===== config.mk =====
export PLATFORM = sky130hd
export DESIGN_NAME = rf_wb_arbiter
export DESIGN_NICKNAME = d
export VERILOG_FILES = /design/src/rtl/rf_wb_pkg.sv /design/src/rtl/rf_wb_fifo.sv /design/src/rtl/rf_wb_arbiter.sv
export SDC_FILE = /design/constraint.sdc
export NUM_CORES = 1
export LEC_CHECK = 0
export CORE_MARGIN = 3
export CORE_UTILIZATION = 58
export DETAILED_ROUTE_END_ITERATION = 7
export DONT_BUFFER_PORTS = 1
export GPL_TIMING_DRIVEN = 0
export MAX_ROUTING_LAYER = met4
export PLACE_DENSITY = 0.81
export SYNTH_ARGS = -nofsm -noshare
export SYNTH_HDL_FRONTEND = slang
export SYNTH_SLANG_ARGS = --single-unit

===== constraint.sdc =====
create_clock -name clk -period 3.84 [get_ports clk]
set_input_delay 1.152 -clock clk [delete_from_list [all_inputs] [get_ports clk]]
set_output_delay 1.152 -clock clk [all_outputs]
set_load 0.03 [all_outputs]

===== src/rtl/rf_wb_pkg.sv =====
// rf_wb_pkg: shared types and sizes for the register-file write-back arbiter.
//   RF_AW/RF_DW/RF_BEW : register index, data and byte-enable widths
//   wb_req_t           : one buffered write (register, data, byte enables)
//   grant_t            : which requester won the write port last
package rf_wb_pkg;

    localparam int RF_AW  = 5;
    localparam int RF_DW  = 32;
    localparam int RF_BEW = 4;

    typedef struct packed {
        logic [RF_AW-1:0]  wr;
        logic [RF_DW-1:0]  wd;
        logic [RF_BEW-1:0] be;
    } wb_req_t;

    typedef enum logic {
        GNT_A = 1'b0,
        GNT_B = 1'b1
    } grant_t;

endpackage


===== src/rtl/rf_wb_fifo.sv =====
// rf_wb_fifo: DEPTH-entry synchronous FIFO of write-back requests.
// Ports:
//   clk, rst        clock, asynchronous active-high reset (pointers/count only)
//   push, din       enqueue din at posedge (ignored when full)
//   pop, dout       dout is the head entry; pop removes it at posedge (ignored when empty)
//   full, empty     occupancy flags from current state
//   wr_mask         (RF_PENDING_EN only) one bit per register targeted by a valid entry
module rf_wb_fifo
    import rf_wb_pkg::*;
#(
    parameter int DEPTH = 2
) (
    input  logic        clk,
    input  logic        rst,
    input  logic        push,
    input  wb_req_t     din,
    input  logic        pop,
    output wb_req_t     dout,
    output logic        full,
    output logic        empty
`ifdef RF_PENDING_EN
    ,
    output logic [31:0] wr_mask
`endif
);

    localparam int AW = $clog2(DEPTH);
    localparam int CW = AW + 1;

    wb_req_t         mem [DEPTH];
    logic [AW-1:0]   wptr;
    logic [AW-1:0]   rptr;
    logic [CW-1:0]   count;
    logic            push_ok;
    logic            pop_ok;

    assign full    = (count == CW'(DEPTH));
    assign empty   = (count == '0);
    assign dout    = mem[rptr];
    assign push_ok = push & ~full;
    assign pop_ok  = pop & ~empty;

    always_ff @(posedge clk or posedge rst) begin
        if (rst) begin
            wptr  <= '0;
            rptr  <= '0;
            count <= '0;
        end else begin
            if (push_ok) wptr <= wptr + AW'(1);
            if (pop_ok)  rptr <= rptr + AW'(1);
            case ({push_ok, pop_ok})
                2'b10:   count <= count + CW'(1);
                2'b01:   count <= count - CW'(1);
                default: count <= count;
            endcase
        end
    end

    // Storage carries data only; validity lives in count, so no reset needed.
    always_ff @(posedge clk) begin
        if (push_ok) mem[wptr] <= din;
    end

`ifdef RF_PENDING_EN
    // Entry i is live when its distance from the read pointer is below count.
    always_comb begin
        wr_mask = '0;
        for (int i = 0; i < DEPTH; i++) begin
            if (CW'(AW'(i) - rptr) < count) wr_mask[mem[i].wr] = 1'b1;
        end
    end
`endif

endmodule


===== src/rtl/rf_wb_arbiter.sv =====
// rf_wb_arbiter: shares one byte-enabled register-file write port between requester A
// (ALU pipe) and requester B (load/mul-div). Each requester has a DEPTH-entry buffer;
// a round-robin grant drains one entry per cycle into registered reg_we/WR/WD.
// Optional feature macro: RF_PENDING_EN adds pending[31:0], a per-register
// write-back scoreboard (bit 0 always 0).
// Ports:
//   clk, rst                        clock, asynchronous active-high reset
//   a_valid/a_ready/a_wr/a_wd/a_be  requester A handshake and write request
//   b_valid/b_ready/b_wr/b_wd/b_be  requester B handshake and write request
//   reg_we, WR, WD                  registered register-file write port
//   busy                            any buffer non-empty or a write in the output stage
//   pending                         (RF_PENDING_EN) registers with an outstanding write
module rf_wb_arbiter
    import rf_wb_pkg::*;
#(
    parameter int DEPTH = 2
) (
    input  logic              clk,
    input  logic              rst,
    input  logic              a_valid,
    output logic              a_ready,
    input  logic [RF_AW-1:0]  a_wr,
    input  logic [RF_DW-1:0]  a_wd,
    input  logic [RF_BEW-1:0] a_be,
    input  logic              b_valid,
    output logic              b_ready,
    input  logic [RF_AW-1:0]  b_wr,
    input  logic [RF_DW-1:0]  b_wd,
    input  logic [RF_BEW-1:0] b_be,
    output logic [RF_BEW-1:0] reg_we,
    output logic [RF_AW-1:0]  WR,
    output logic [RF_DW-1:0]  WD,
    output logic              busy
`ifdef RF_PENDING_EN
    ,
    output logic [31:0]       pending
`endif
);

    wb_req_t a_req, b_req, a_head, b_head;
    logic    a_full, a_empty, b_full, b_empty;
    logic    a_push, b_push;
    logic    gnt_a, gnt_b;
    grant_t  last_grant;
`ifdef RF_PENDING_EN
    logic [31:0] a_mask, b_mask;
`endif

    // Ready reflects current occupancy only, so a pop never frees a slot in the same cycle.
    assign a_ready = ~a_full;
    assign b_ready = ~b_full;

    // Writes to x0 or with no byte enabled are accepted but have no effect, so drop them here.
    assign a_push = a_valid & a_ready & (a_wr != '0) & (a_be != '0);
    assign b_push = b_valid & b_ready & (b_wr != '0) & (b_be != '0);

    assign a_req = '{wr: a_wr, wd: a_wd, be: a_be};
    assign b_req = '{wr: b_wr, wd: b_wd, be: b_be};

    // ---- stage 0: per-requester buffers ----
    rf_wb_fifo #(.DEPTH(DEPTH)) u_fifo_a (
        .clk     (clk),
        .rst     (rst),
        .push    (a_push),
        .din     (a_req),
        .pop     (gnt_a),
        .dout    (a_head),
        .full    (a_full),
        .empty   (a_empty)
`ifdef RF_PENDING_EN
        ,
        .wr_mask (a_mask)
`endif
    );

    rf_wb_fifo #(.DEPTH(DEPTH)) u_fifo_b (
        .clk     (clk),
        .rst     (rst),
        .push    (b_push),
        .din     (b_req),
        .pop     (gnt_b),
        .dout    (b_head),
        .full    (b_full),
        .empty   (b_empty)
`ifdef RF_PENDING_EN
        ,
        .wr_mask (b_mask)
`endif
    );

    // Round robin: on contention the requester that did not win last time goes.
    always_comb begin
        gnt_a = ~a_empty & (b_empty | (last_grant == GNT_B));
        gnt_b = ~b_empty & ~gnt_a;
    end

    // ---- stage 1: registered write port ----
    always_ff @(posedge clk or posedge rst) begin
        if (rst) begin
            reg_we     <= '0;
            WR         <= '0;
            WD         <= '0;
            last_grant <= GNT_B;
        end else if (gnt_a) begin
            reg_we     <= a_head.be;
            WR         <= a_head.wr;
            WD         <= a_head.wd;
            last_grant <= GNT_A;
        end else if (gnt_b) begin
            reg_we     <= b_head.be;
            WR         <= b_head.wr;
            WD         <= b_head.wd;
            last_grant <= GNT_B;
        end else begin
            reg_we     <= '0;
        end
    end

    assign busy = ~a_empty | ~b_empty | (reg_we != '0);

`ifdef RF_PENDING_EN
    always_comb begin
        pending = a_mask | b_mask;
        if (reg_we != '0) pending[WR] = 1'b1;
        pending[0] = 1'b0;
    end
`endif

endmodule

[Word-level counts from Yosys, hierarchy flattened]
Memories as Yosys holds them, arrays and structs flattened.
Index checks and enable logic that the tools add are counted.
Word-level totals
  bits in registers: 50
  bits in writable memories: 164
  output and inout port bits: 44
  logic and storage cells: 70
  memories: 2
Operators by class
  $add $sub $neg: 8
  equal/unequal tests: 6
  multiplexer cells: 14
  bitwise operators: 20
  reductions and logical operators: 10
Memories
  u_fifo_a.mem: depth 2, bits a word 41, read ports 1, clocked after Yosys merged registers in 0, write ports 1, RTL line rf_wb_fifo.sv:30  | wb_req_t mem [DEPTH];
  u_fifo_b.mem: depth 2, bits a word 41, read ports 1, clocked after Yosys merged registers in 0, write ports 1, RTL line rf_wb_fifo.sv:30
Operator list (number)
  two-way mux 32 bit: 2
  bitwise AND 1 bit: 12
  nonzero test 4 bit: 3
  two-way mux 5 bit: 2
  nonzero test 5 bit: 2
  equality test 2 bit, second input constant: 4
  two-way mux 4 bit: 2
  case mux 2 bit (2 select lines): 2
  two-way mux 1 bit: 6
  nonzero test 2 bit: 3
  NOT 1 bit: 5
  adder 1 bit, second input constant: 4
  adder 2 x 1 -> 2 bit, second input constant: 2
  equality test 2 x 1 -> 1 bit, second input constant: 2
  zero test 2 bit: 2
  subtractor 2 x 1 -> 2 bit, second input constant: 2
  bitwise OR 1 bit: 3

[Longest topological paths before layout]
  depth in word-level cells: 8
  mapped depth: 10
  gate-level depth less buffers: 8

[By module]
From an unflattened synthesis, not the netlist that was laid out.
Unflattened totals
  cell total of the unflattened synthesis: 495
  area total of the unflattened synthesis: 9013.6 µm²
By module, submodules not included
  rf_wb_fifo: instances 2, cells an instance 147, area each 3362.0 µm²
  rf_wb_arbiter: instances 1, cells an instance 201, area each 2289.7 µm²

[Worst setup path before layout]
OpenSTA, ideal clock, no wires.
  kind: input -> register
  from: input a_wr[1]
  to: memory u_fifo_a.mem[0][0] in the netlist's numbering (enable)
  setup time: 440 ps
  arrival: 3239 ps
  required time: 3400 ps
  setup slack: 162 ps
  stages: 4
  path buffers: 0
  path through: nor3_1 a21oi_1 nand3_1 nor2_1
On the way
  longest elaborated chain between the ends: 6
RTL lines
  start, declared: RTL line rf_wb_arbiter.sv:22  | input logic [RF_AW-1:0] a_wr,
  nonzero test 5 bit: RTL line rf_wb_arbiter.sv:54  | assign a_push = a_valid & a_ready & (a_wr != '0) & (a_be != '0);
  bitwise AND 1 bit (2 in series): RTL line rf_wb_arbiter.sv:54
  bitwise AND 1 bit: RTL line rf_wb_fifo.sv:40  | assign push_ok = push & ~full;
  two-way mux 1 bit: RTL line rf_wb_fifo.sv:61  | if (push_ok) mem[wptr] <= din;
  two-way mux 1 bit (not written as such): RTL line rf_wb_fifo.sv:61
  end, declared: RTL line rf_wb_fifo.sv:30
Every way passes these cells.

[Worst setup path in the final report]
  from: register u_fifo_b.count[0]
  to: output busy
On the way
  longest elaborated chain between the ends: 4
RTL lines
  start, declared: RTL line rf_wb_fifo.sv:33  | logic [CW-1:0] count;
  start signal, assigned: RTL line rf_wb_fifo.sv:52  | 2'b10: count <= count + CW'(1);
  start signal, assigned: RTL line rf_wb_fifo.sv:53  | 2'b01: count <= count - CW'(1);
  start signal, assigned: RTL line rf_wb_fifo.sv:54  | default: count <= count;
  zero test 2 bit: RTL line rf_wb_fifo.sv:38  | assign empty = (count == '0);
  NOT 1 bit: RTL line rf_wb_arbiter.sv:119  | assign busy = ~a_empty | ~b_empty | (reg_we != '0);
  bitwise OR 1 bit (2 in series): RTL line rf_wb_arbiter.sv:119
  end, declared: RTL line rf_wb_arbiter.sv:33  | output logic busy
Every way passes these cells.

==> metrics <==
type of the worst min-delay path=in -> async; pin count of the biggest net entering global routing=36; routed len/inst=23.8 um; Synth Instances=490; Worst R2R Setup Slack=approximately 1.4 ns; Synth area leaders=edfxtp_1 58%, dfrtp_1 14%, a2111oi_2 5.7%; register area share after synthesis=0.727; Final Instance Area=0.00955 sq mm; initial DRC count=approximately 240; hold_ws=about 0.53 ns; Setup violations, final=0; gp weighted congestion=about 0.80; grt total ovfl=0; pre-CTS setup slack=about 0.92 ns; max_slew headroom=0.521; Syn Nets=578; post-route ant nets=0; DRT Wirelength=17000 um; Avg Cell Area, Syn=17.3 sq um; Seq cells post-synth=approximately 210; antenna cells=0; clock root buffer=clkbuf_16; power density over the cells=approximately 920 mW/mm^2; number of CTS-inserted buffers=22; Port Buffers=0; post-synthesis cell type count=33; final period utilization=0.819; max_cap viols=0; Peak Freq=roughly 320 MHz; clock skew=around 0.0095 ns; DR DRC count=0; detailed-router iteration count before antenna repair=4; fin. max-slew vios=0; Reg2Reg Launch Point=u_fifo_b.count[1]; Async S/R FF share, synth=0.234; Util after Layout=0.678; initial antenna violation count=0; critical path launch point type=flop; WP data arrival=~2.0 ns; Period minus WS final=roughly 3.1 ns; worst setup slack after layout=0.693 ns; FF-to-FF path depth=4; Synth top area share=0.580; die area=around 0.016 sq mm; Core Area=~0.014 sq mm; Total GRT Usage=0.226; maximum vdd drop=approximately 440 uV; H-tree depth=1; WP data required=approximately 2.7 ns; # rows=between 40 and 50; global-route wire length before repair=27300 um; YS warnings=0; post-CTS setup buffers=0; Post-CTS Hold Fix Bufs=0; Via Count=between 4000 and 5000; die height=127 um; vias per cell=between 6 and 7; layout cells sized above 1=0.213; Setup Crit Path Kind=reg -> out; cell taking the most area after synthesis=edfxtp_1; Critical R2R Capture=u_fifo_b.mem[1][32]; Nets=slightly above 600; Post-Synthesis Cell Area=roughly 0.0085 sq mm; Crit Path Max Fanout=10; # resized after CTS=0; area delta synth->final=12.4%; Worst-Margin Slew=between 0.7 and 0.8 ns; Crit. End Element=output pin; Chip Width=127 um; static leakage=3.30 nW; Main synth FF type=edfxtp_1; status=finished, final reports clean; unrepaired setup endpoints after global routing=false; num ports=between 100 and 150; clk sink count=roughly 210; Worst-Skew Late Latency=0.49 ns; clock slew at reported path FFs=approximately 0.060 ns; placed instance area=between 0.008 and 0.009 sq mm; Initial Util=0.603; Post-synth EDFFs=~160; TritonCTS clock tree=yes; Final Hold Fails=0; DPL Wire Length=roughly 12000 um; CTS Buffer Depth=3; vias in the first global route=roughly 4900
[cell usage after synthesis, drive strengths merged (3+ instances only)]
master	count
nor2	49
buf	24
xnor2	7
mux2i	45
inv	4
o21ai	4
or3	4
nor3	3
nor2b	37
a2111oi	37
nor4	4
a211oi	37
clkbuf	7
xor2	3
edfxtp	164
dfrtp	49
[how the worst max path moves through the flow]
stage	cells past startpoint	startpoint	endpoint
floorplan	4	a_wr[1]	u_fifo_a.mem[0][0]
global placement	4	a_wr[1]	u_fifo_a.mem[1][9]
detailed placement	5	a_wr[1]	u_fifo_a.mem[0][9]
CTS	5	u_fifo_b.count[0]	busy
global route	5	u_fifo_b.count[0]	busy
finish	5	u_fifo_b.count[0]	busy
[critical path: stages (launching register included)]
cell     delay [ns]
dfrtp_1        0.38
buf_6          0.15
nor4_4         0.30
buf_6          0.23
buf_6          0.22
nand2_1        0.23
[routing by layer]
layer  part of all wire  vias up  wire length, um  GRT usage
met5                  0        -                0          -
met4              0.027        0              467     0.0707
met3              0.073       41             1250     0.0652
met2               0.52      141             8770      0.370
met1               0.38     2176             6540      0.276
li1                   -     1958                -          -
[cell usage in the layout, fill, tap and decap left out, types with 2 or more instances in the layout]
cell type and instances:
edfxtp_1 164, dfrtp_1 49, mux2i_1 45, nor2_1 43, nor2b_1 37, a2111oi_2 32
a211oi_1 31, clkbuf_16 23, clkbuf_1 11, buf_6 10, buf_2 10, xnor2_1 7
a211oi_2 6, nor2_4 5, a2111oi_4 5, clkbuf_8 5, or3_1 4, o21ai_0 4
clkinv_1 4, buf_12 4, buf_4 3, nor3_1 3, nor4_1 3, xor2_1 3
nand2_1 2, a21oi_1 2, nand3_1 2, inv_1 2, ha_1 2, clkinv_2 2
[per-stage QoR]
step                      power, mW  TNS, ns  instances
final                          8.82        0        714
after floorplan                6.15        0        490
after CTS                      8.93        0        714
after global placement         6.73  -170.75        670
after global routing           9.33        0        714
after detailed placement       6.93        0        675
[sequential cells by signal (all words and copies together), names as in the netlist]
| name | flops |
|---|---|
| reg_we | 4 |
| u_fifo_a.wptr | 1 |
| u_fifo_a.count | 2 |
| u_fifo_a.mem | 82 |
| u_fifo_b.wptr | 1 |
| u_fifo_b.mem | 82 |
| u_fifo_a.rptr | 1 |
| u_fifo_b.rptr | 1 |
| WR | 5 |
| last_grant | 1 |
| WD | 32 |
| u_fifo_b.count | 2 |
[cell type report]
type | instances | area [sq um]
clock buffers | 32 | 659
plain buffers | 31 | 226
clock inverters | 7 | 32.5
flip-flops and latches | 214 | 6180
inverters | 4 | 17.5
multi-input cells | 241 | 2110
repair buffers | 5 | 108
fillers | 943 | 4540
well taps | 180 | 225
[report_power, final]
group          internal (mW)  total (mW)  switching [mW]
sequential              3.24        4.01           0.773
combinational           1.16        2.82            1.66
clock                   1.18        1.99           0.807
[logic make-up (layout without fill, tap and decap cells)]
kind of cell               Yosys count  after routing  synth area share
and+or+nand+nor                    103            103            0.0632
buffers and inverters               35             79            0.0287
adders and majority gates            2              2           0.00294
muxes                               45             45            0.0530
xor gates and xnor gates            10             10            0.0103
DFF                                214            214             0.727
AOI/OAI and AO/OA                   81             81             0.115
Note: power is estimated with default switching activity, not from simulation.
